<file path="src/rtl/displ_pkg.sv">
// Shared types and constants for the six-digit 7-segment display controller.
package displ_pkg;

  typedef enum logic [1:0] {
    IDLE,
    SCAN,
    COMMIT
  } state_t;

  localparam int NUM_DIGITS = 6;

  // CTRL register field positions
  localparam int EN_LSB    = 0;
  localparam int DP_LSB    = 8;
  localparam int LZ_BIT    = 16;
  localparam int BLINK_BIT = 17;

  localparam logic [31:0] CTRL_RST  = 32'h0000_003F;
  localparam logic [31:0] CTRL_MASK = 32'h0003_3F3F;
  localparam logic [7:0]  BLANK_PAT = 8'hFF;

endpackage

</file>
<file path="src/rtl/displ_7segs_ctrl_if.sv">
// CPU-side register bus of the display controller.
interface displ_7segs_ctrl_if;

  logic        we;
  logic        addr;
  logic [31:0] wdata;
  logic [31:0] rdata;
  logic        busy;

  modport master (output we, addr, wdata, input rdata, busy);
  modport slave  (input we, addr, wdata, output rdata, busy);

endinterface

</file>
<file path="src/rtl/dig_displ_7_segs.sv">
// Hex nibble to active-low 7-segment pattern; bit 7 is the DP and is left off.
module dig_displ_7_segs (
  input  logic [3:0] digit,
  output logic [7:0] segs
);

  // Pure lookup of the glyph for one hex digit
  always_comb begin
    segs = 8'hFF;
    case (digit)
      4'h0: segs = 8'hC0;
      4'h1: segs = 8'hF9;
      4'h2: segs = 8'hA4;
      4'h3: segs = 8'hB0;
      4'h4: segs = 8'h99;
      4'h5: segs = 8'h92;
      4'h6: segs = 8'h82;
      4'h7: segs = 8'hF8;
      4'h8: segs = 8'h80;
      4'h9: segs = 8'h90;
      4'hA: segs = 8'h88;
      4'hB: segs = 8'h83;
      4'hC: segs = 8'hC6;
      4'hD: segs = 8'hA1;
      4'hE: segs = 8'h86;
      4'hF: segs = 8'h8E;
      default: segs = 8'hFF;
    endcase
  end

endmodule

</file>
<file path="src/rtl/displ_7segs_ctrl.sv">
// Memory-mapped controller for six 7-segment displays. A single decoder is
// time-shared across the digits; results land in a shadow buffer and are
// committed to the outputs together so a partial update is never visible.
module displ_7segs_ctrl
  import displ_pkg::*;
#(
  parameter int BLINK_DIV = 25_000_000
) (
  input  logic               clk,
  input  logic               reset,
  displ_7segs_ctrl_if.slave  bus,
  output logic [7:0]         hex0,
  output logic [7:0]         hex1,
  output logic [7:0]         hex2,
  output logic [7:0]         hex3,
  output logic [7:0]         hex4,
  output logic [7:0]         hex5
);

  localparam int CW = $clog2(BLINK_DIV);
  localparam logic [CW-1:0] BLINK_LAST = CW'(BLINK_DIV - 1);
  localparam logic [2:0]    TOP_IDX    = 3'(NUM_DIGITS - 1);

  logic [23:0] value_q, value_nx;
  logic [31:0] ctrl_q, ctrl_nx;

  state_t      state;
  logic [2:0]  idx;
  logic        pending;
  logic        lz_run;
  logic [23:0] snap_value;
  logic [5:0]  snap_en;
  logic [5:0]  snap_dp;
  logic        snap_lz;
  logic [7:0]  shadow [NUM_DIGITS];
  logic [7:0]  hex_q  [NUM_DIGITS];
  logic [7:0]  hex_out [NUM_DIGITS];

  logic [3:0]  nibble;
  logic [7:0]  seg;
  logic [7:0]  pat;

  logic [CW-1:0] blink_cnt;
  logic          blink_phase;

  // Post-write view of the live registers, used both to update them and to snapshot
  always_comb begin
    value_nx = value_q;
    ctrl_nx  = ctrl_q;
    if (bus.we) begin
      if (bus.addr) ctrl_nx  = bus.wdata & CTRL_MASK;
      else          value_nx = bus.wdata[23:0];
    end
  end

  // Live VALUE/CTRL registers
  always_ff @(posedge clk or posedge reset) begin
    if (reset) begin
      value_q <= '0;
      ctrl_q  <= CTRL_RST;
    end else begin
      value_q <= value_nx;
      ctrl_q  <= ctrl_nx;
    end
  end

  assign bus.rdata = bus.addr ? ctrl_q : {8'h00, value_q};
  assign bus.busy  = (state != IDLE);

  assign nibble = snap_value[{idx, 2'b00} +: 4];

  dig_displ_7_segs u_dec (
    .digit (nibble),
    .segs  (seg)
  );

  // Apply DP, enable and leading-zero masking to the digit being scanned
  always_comb begin
    pat = seg;
    if (snap_dp[idx]) pat[7] = 1'b0;
    if (!snap_en[idx]) pat = BLANK_PAT;
    if (snap_lz && (idx != 3'd0) && (nibble == 4'h0) && lz_run) pat = BLANK_PAT;
  end

  // Update sequencer: snapshot, scan MS digit first, then commit all at once
  always_ff @(posedge clk or posedge reset) begin
    if (reset) begin
      state      <= IDLE;
      idx        <= TOP_IDX;
      pending    <= 1'b0;
      lz_run     <= 1'b1;
      snap_value <= '0;
      snap_en    <= '0;
      snap_dp    <= '0;
      snap_lz    <= 1'b0;
      for (int i = 0; i < NUM_DIGITS; i++) begin
        shadow[i] <= BLANK_PAT;
        hex_q[i]  <= BLANK_PAT;
      end
    end else begin
      case (state)
        IDLE: begin
          if (bus.we) begin
            snap_value <= value_nx;
            snap_en    <= ctrl_nx[EN_LSB +: 6];
            snap_dp    <= ctrl_nx[DP_LSB +: 6];
            snap_lz    <= ctrl_nx[LZ_BIT];
            idx        <= TOP_IDX;
            lz_run     <= 1'b1;
            state      <= SCAN;
          end
        end
        SCAN: begin
          shadow[idx] <= pat;
          lz_run      <= lz_run && (nibble == 4'h0);
          if (bus.we) pending <= 1'b1;
          if (idx == 3'd0) state <= COMMIT;
          else             idx   <= idx - 3'd1;
        end
        COMMIT: begin
          for (int i = 0; i < NUM_DIGITS; i++) hex_q[i] <= shadow[i];
          if (pending || bus.we) begin
            pending    <= 1'b0;
            snap_value <= value_nx;
            snap_en    <= ctrl_nx[EN_LSB +: 6];
            snap_dp    <= ctrl_nx[DP_LSB +: 6];
            snap_lz    <= ctrl_nx[LZ_BIT];
            idx        <= TOP_IDX;
            lz_run     <= 1'b1;
            state      <= SCAN;
          end else begin
            state <= IDLE;
          end
        end
        default: state <= IDLE;
      endcase
    end
  end

  // Blink prescaler; held cleared while blinking is disabled
  always_ff @(posedge clk or posedge reset) begin
    if (reset) begin
      blink_cnt   <= '0;
      blink_phase <= 1'b0;
    end else if (!ctrl_q[BLINK_BIT]) begin
      blink_cnt   <= '0;
      blink_phase <= 1'b0;
    end else if (blink_cnt == BLINK_LAST) begin
      blink_cnt   <= '0;
      blink_phase <= ~blink_phase;
    end else begin
      blink_cnt <= blink_cnt + 1'b1;
    end
  end

  // Output mux from committed patterns and blink phase registers only
  always_comb begin
    for (int i = 0; i < NUM_DIGITS; i++)
      hex_out[i] = blink_phase ? BLANK_PAT : hex_q[i];
  end

  assign hex0 = hex_out[0];
  assign hex1 = hex_out[1];
  assign hex2 = hex_out[2];
  assign hex3 = hex_out[3];
  assign hex4 = hex_out[4];
  assign hex5 = hex_out[5];

endmodule

</file>
<file path="src/flat_wrapper.sv">
// flat-port wrapper written by rule: the top's interface ports become plain ports
module displ_7segs_ctrl_flat import displ_pkg::*;
#(
  parameter int BLINK_DIV = 25_000_000
)
  (clk, reset, hex0, hex1, hex2, hex3, hex4, hex5, bus_we, bus_addr, bus_wdata, bus_rdata, bus_busy);
  displ_7segs_ctrl_if bus_i ();
  input  logic clk;
  input  logic reset;
  output logic [7:0] hex0;
  output logic [7:0] hex1;
  output logic [7:0] hex2;
  output logic [7:0] hex3;
  output logic [7:0] hex4;
  output logic [7:0] hex5;
  input wire logic [$bits(bus_i.we)-1:0] bus_we;
  input wire logic [$bits(bus_i.addr)-1:0] bus_addr;
  input wire logic [$bits(bus_i.wdata)-1:0] bus_wdata;
  output wire logic [$bits(bus_i.rdata)-1:0] bus_rdata;
  output wire logic [$bits(bus_i.busy)-1:0] bus_busy;
  assign bus_i.we = bus_we;
  assign bus_i.addr = bus_addr;
  assign bus_i.wdata = bus_wdata;
  assign bus_rdata = bus_i.rdata;
  assign bus_busy = bus_i.busy;
  displ_7segs_ctrl #(.BLINK_DIV(BLINK_DIV)) u_core (.clk(clk), .reset(reset), .bus(bus_i), .hex0(hex0), .hex1(hex1), .hex2(hex2), .hex3(hex3), .hex4(hex4), .hex5(hex5));
endmodule
</file>
<file path="config.mk">
export PLATFORM = sky130hd
export DESIGN_NAME = displ_7segs_ctrl_flat
export DESIGN_NICKNAME = d
export VERILOG_FILES = /design/src/rtl/displ_pkg.sv /design/src/rtl/displ_7segs_ctrl_if.sv /design/src/rtl/dig_displ_7_segs.sv /design/src/rtl/displ_7segs_ctrl.sv /design/src/flat_wrapper.sv
export SDC_FILE = /design/constraint.sdc
export NUM_CORES = 1
export LEC_CHECK = 0
export ABC_CLOCK_PERIOD_IN_PS = 10660
export CORE_MARGIN = 3
export CORE_UTILIZATION = 30
export CTS_CLUSTER_DIAMETER = 60
export DETAILED_ROUTE_END_ITERATION = 10
export PLACE_DENSITY = 0.48
export SYNTH_ARGS = -nofsm -noshare
export SYNTH_HDL_FRONTEND = slang
export SYNTH_SLANG_ARGS = --single-unit
</file>
<file path="constraint.sdc">
create_clock -name clk -period 10.66 [get_ports clk]
set_input_delay 1.599 -clock clk [delete_from_list [all_inputs] [get_ports clk]]
set_output_delay 1.599 -clock clk [all_outputs]
set_load 0.03 [all_outputs]
</file>
==> impl_metrics.csv <==
group,metric,value,unit
sta,slew_headroom,0.2525,
worst_setup_path,r2r_cells,8,
sta,timing.fmax,200.2,MHz
grt,grt_antenna_before_repair,0,
hold_path,worstHoldPathCells,2,
worst_setup_path,cp_common_cell,"clkdlybuf4s50_1",
synth,ys_types,56,
clock_network,cts_buffers,25,
synth,synth_edf_count,0,
route,drtPass1Iterations,5,
power,power.density,318.8,nW/um^2
hold_path,min_path_type,"reg -> reg",
sta,worst_clock_skew,0.01009,ns
finish,layout_common_cells,"mux2_2, dfstp_2, clkdlybuf4s50_1",
finish,fillers,2968,
status,run_status,"finished, final reports clean",
route,vias_per_cell,4.710,
grt,grtUsageMet1,0.1870,
clock_network,numClockSinks,204,
worst_setup_path,start_kind,"input pin",
sta,min_period,4.994,ns
power,swShare,0.3619,
sta,worstMarginPinSlew,1.119,ns
grt,gr-usage-met2,0.1988,
route,vias,5982,
finish,layout.cells.non_filler,1270,
grt,grt_max_degree,129,
worst_setup_path,crit_path_end_kind,"output port",
grt,overflow,0,
route,drcViolationCount,0,
grt,use_met3,0.02360,
synth,syn_inst,761,
power,total_power,3.727,mW
clock_network,clockRootBuffer,"clkbuf_16",
synth,synthFlopType,"dfstp_2",
clock_network,tritoncts,"built",
grt,grt_pass1_wl,34.81,mm
sta,min_period_over_period,0.4685,
synth,synth.yosys.seq_area_share,0.5547,
floorplanning,die_w,183.4,microns
finish,area_growth,23.84,%
grt,busiest_layer,"met2",
finish,num_antenna_cells,0,
job,maxCapViolations,0,
synth,yosys_warnings,0,
power,leakage,4.719,nW
grt,grtUsageTotal,0.1288,
worst_setup_path,critPathMaxFanout,26,
power,seq_power_share,0.363,
clock_network,htree_levels,1,
route,wire_per_inst,16.96,microns
sta,rsz0062_at_grt,"no",
clock_network,cts_hold_buf,0,
power,clockPowerShare,0.231,
placement,dpl_worst_slack,5.643,ns
worst_setup_path,max_stage_delay,0.60,ns
placement,gp_congestion,0.7795,
clock_network,cts_buffer_depth,3,
worst_setup_path,worstPathRequired,9.06,ns
floorplanning,initial_core_util,0.3062,
sta,report.final.slew_viol_count,0,
route,drt_iter0_drc,308,
finish,nNetsFinal,902,
floorplanning,core,30830,sq um
worst_setup_path,cp_slowest_cell,"clkdlybuf4s50_1",
sta,fin_ws,5.666,ns
placement,io_buffers,100,
worst_setup_path,arrival,3.40,ns
route,drtAntennaViolNets,0,
sta,hold_viol,0,
synth,synth-async-reset-ratio,1.000,
placement,dp_cells,1226,
floorplanning,ios,117,
power,p_int,2.378,mW
power,comb_power_share,0.406,
grt,first_global_vias,6206,
floorplanning,rows,64,
worst_setup_path,critical_path.cell_chain,"clkdlybuf4s50_1 -> buf_4 -> mux2_2 -> clkdlybuf4s50_1",
finish,final_common_cell,"mux2_2",
finish,drive_gt1_frac,0.4325,
worst_setup_path,path_class,"in -> out",
power,vdd_drop_max,0.1190,mV
placement,dp_hpwl,13.94,mm
clock_network,clock_latency,0.51,ns
worst_setup_path,crit_buf_inv,3,
clock_network,cts_resized,0,
floorplanning,die_h,183.4,microns
route,totalWireLength,21.54,mm
worst_setup_path,crit_family,"buffers and inverters",
worst_setup_path,cp.depth,4,
clock_network,clkTransAtPathRegs,0.06,ns
power,power.switching,1.349,mW
synth,ys_ff_latch,204,
synth,synth_area,9440,sq um
sta,setup_viol,0,
floorplanning,dieArea,33630,sq um
sta,fin_tns_setup,0,ns
finish,utilization,0.3792,
clock_network,postCtsSetupBuffers,0,
synth,synth_area_per_cell,12.41,sq um
sequential cells by signal (all words and copies together), names as in the netlist, 2 cells and up:
register	count
u_core.hex_q	48
u_core.shadow	48
u_core.blink_cnt	25
u_core.snap_value	24
u_core.value_q	24
u_core.ctrl_q	14
u_core.snap_dp	6
u_core.snap_en	6
u_core.idx	3
u_core.state	2
cells in the mapped netlist, types with 4 or more instances:
cell	instances	area (sq um)
o21ai_0	5	25.02
and3_1	4	25.02
or2_2	52	325.3
xor2_1	4	35.03
and2_1	8	50.05
clkbuf_1	22	82.58
dfrtp_1	99	2477
a31oi_1	30	187.7
mux2i_1	11	110.1
nor4_1	9	56.30
nand3_1	12	60.06
inv_1	11	41.29
mux2_2	154	1734
nor3_1	9	45.04
ha_1	9	112.6
nand4_1	5	31.28
nand2b_1	7	43.79
nand2_1	14	52.55
buf_4	10	75.07
nor2_1	76	285.3
buf_1	6	22.52
buf_2	6	30.03
a21oi_1	14	70.07
dfstp_2	105	2759
nor2b_1	15	93.84
a221oi_1	4	35.03
xnor2_1	21	183.9
kinds of logic after synthesis:
| kind of cell | Yosys count | synth area share |
|---|---|---|
| adder cells (fa/ha/maj) | 9 | 0.01193 |
| XOR/XNOR | 25 | 0.02319 |
| AND/OR/NAND/NOR | 220 | 0.1215 |
| other | 1 | 0.0003972 |
| buffers and inverters | 57 | 0.02903 |
| flip-flops | 204 | 0.5547 |
| AO/OA/AOI/OAI | 78 | 0.06030 |
| multiplexers | 167 | 0.1989 |
power groups by stage:
stage | clock [mW] | combinational, mW | sequential [mW]
2_1_floorplan | 0 | 1.10 | 1.28
3_3_place_gp | 0 | 1.52 | 1.37
3_5_place_dp | 0 | 1.53 | 1.37
4_1_cts | 0.888 | 1.53 | 1.36
5_1_grt | 0.923 | 1.65 | 1.40
6_report | 0.861 | 1.51 | 1.35
per-layer routing:
layer | part of all wire | vias to the layer above
met5 | 0 | -
met4 | 0.023 | 0
met3 | 0.043 | 31
met2 | 0.45 | 129
met1 | 0.48 | 2971
li1 | - | 2851
worst register-to-register path: cells and delay by family, from the launching register on:
kind	cells	cell delay, ns
muxes	2	0.64
and+or+nand+nor	3	0.82
DFF	1	0.90
adders and majority gates	1	0.34
AOI/OAI and AO/OA	2	0.67
metrics by stage:
| step | hold slack [ns] | area (sq um) |
|---|---|---|
| after floorplan | 0.4733 | 9467 |
| after global placement | 0.4844 | 10830 |
| after detailed placement | 0.4922 | 10830 |
| after CTS | 0.5006 | 11690 |
| after global routing | 0.5140 | 11690 |
| final | 0.4989 | 11690 |
path summary, 6_finish.rpt:
check	start	to	slack, ns
worst max register to register	u_core.idx[0]	u_core.shadow[29]	7.24
worst max-delay path	bus_addr	bus_rdata[0]	5.67
min in group asynchronous	reset	u_core.blink_cnt[18]	1.65
worst min register to register	u_core.shadow[4]	u_core.shadow[4]	0.50
max in group asynchronous	reset	u_core.snap_lz	7.48
worst min-delay path	u_core.shadow[4]	u_core.shadow[4]	0.50
final cells by class:
type | count | area, sq um | area share
inverters | 11 | 48.80 | 0.004174
multi-input cells | 507 | 3989 | 0.3412
clock buffers | 38 | 819.5 | 0.07010
well taps | 396 | 495.5 | 0.04238
flip-flops and latches | 204 | 5236 | 0.4479
repair buffers | 108 | 1061 | 0.09075
clock inverters | 6 | 41.29 | 0.003532
Note: power is estimated with default switching activity, not from simulation.
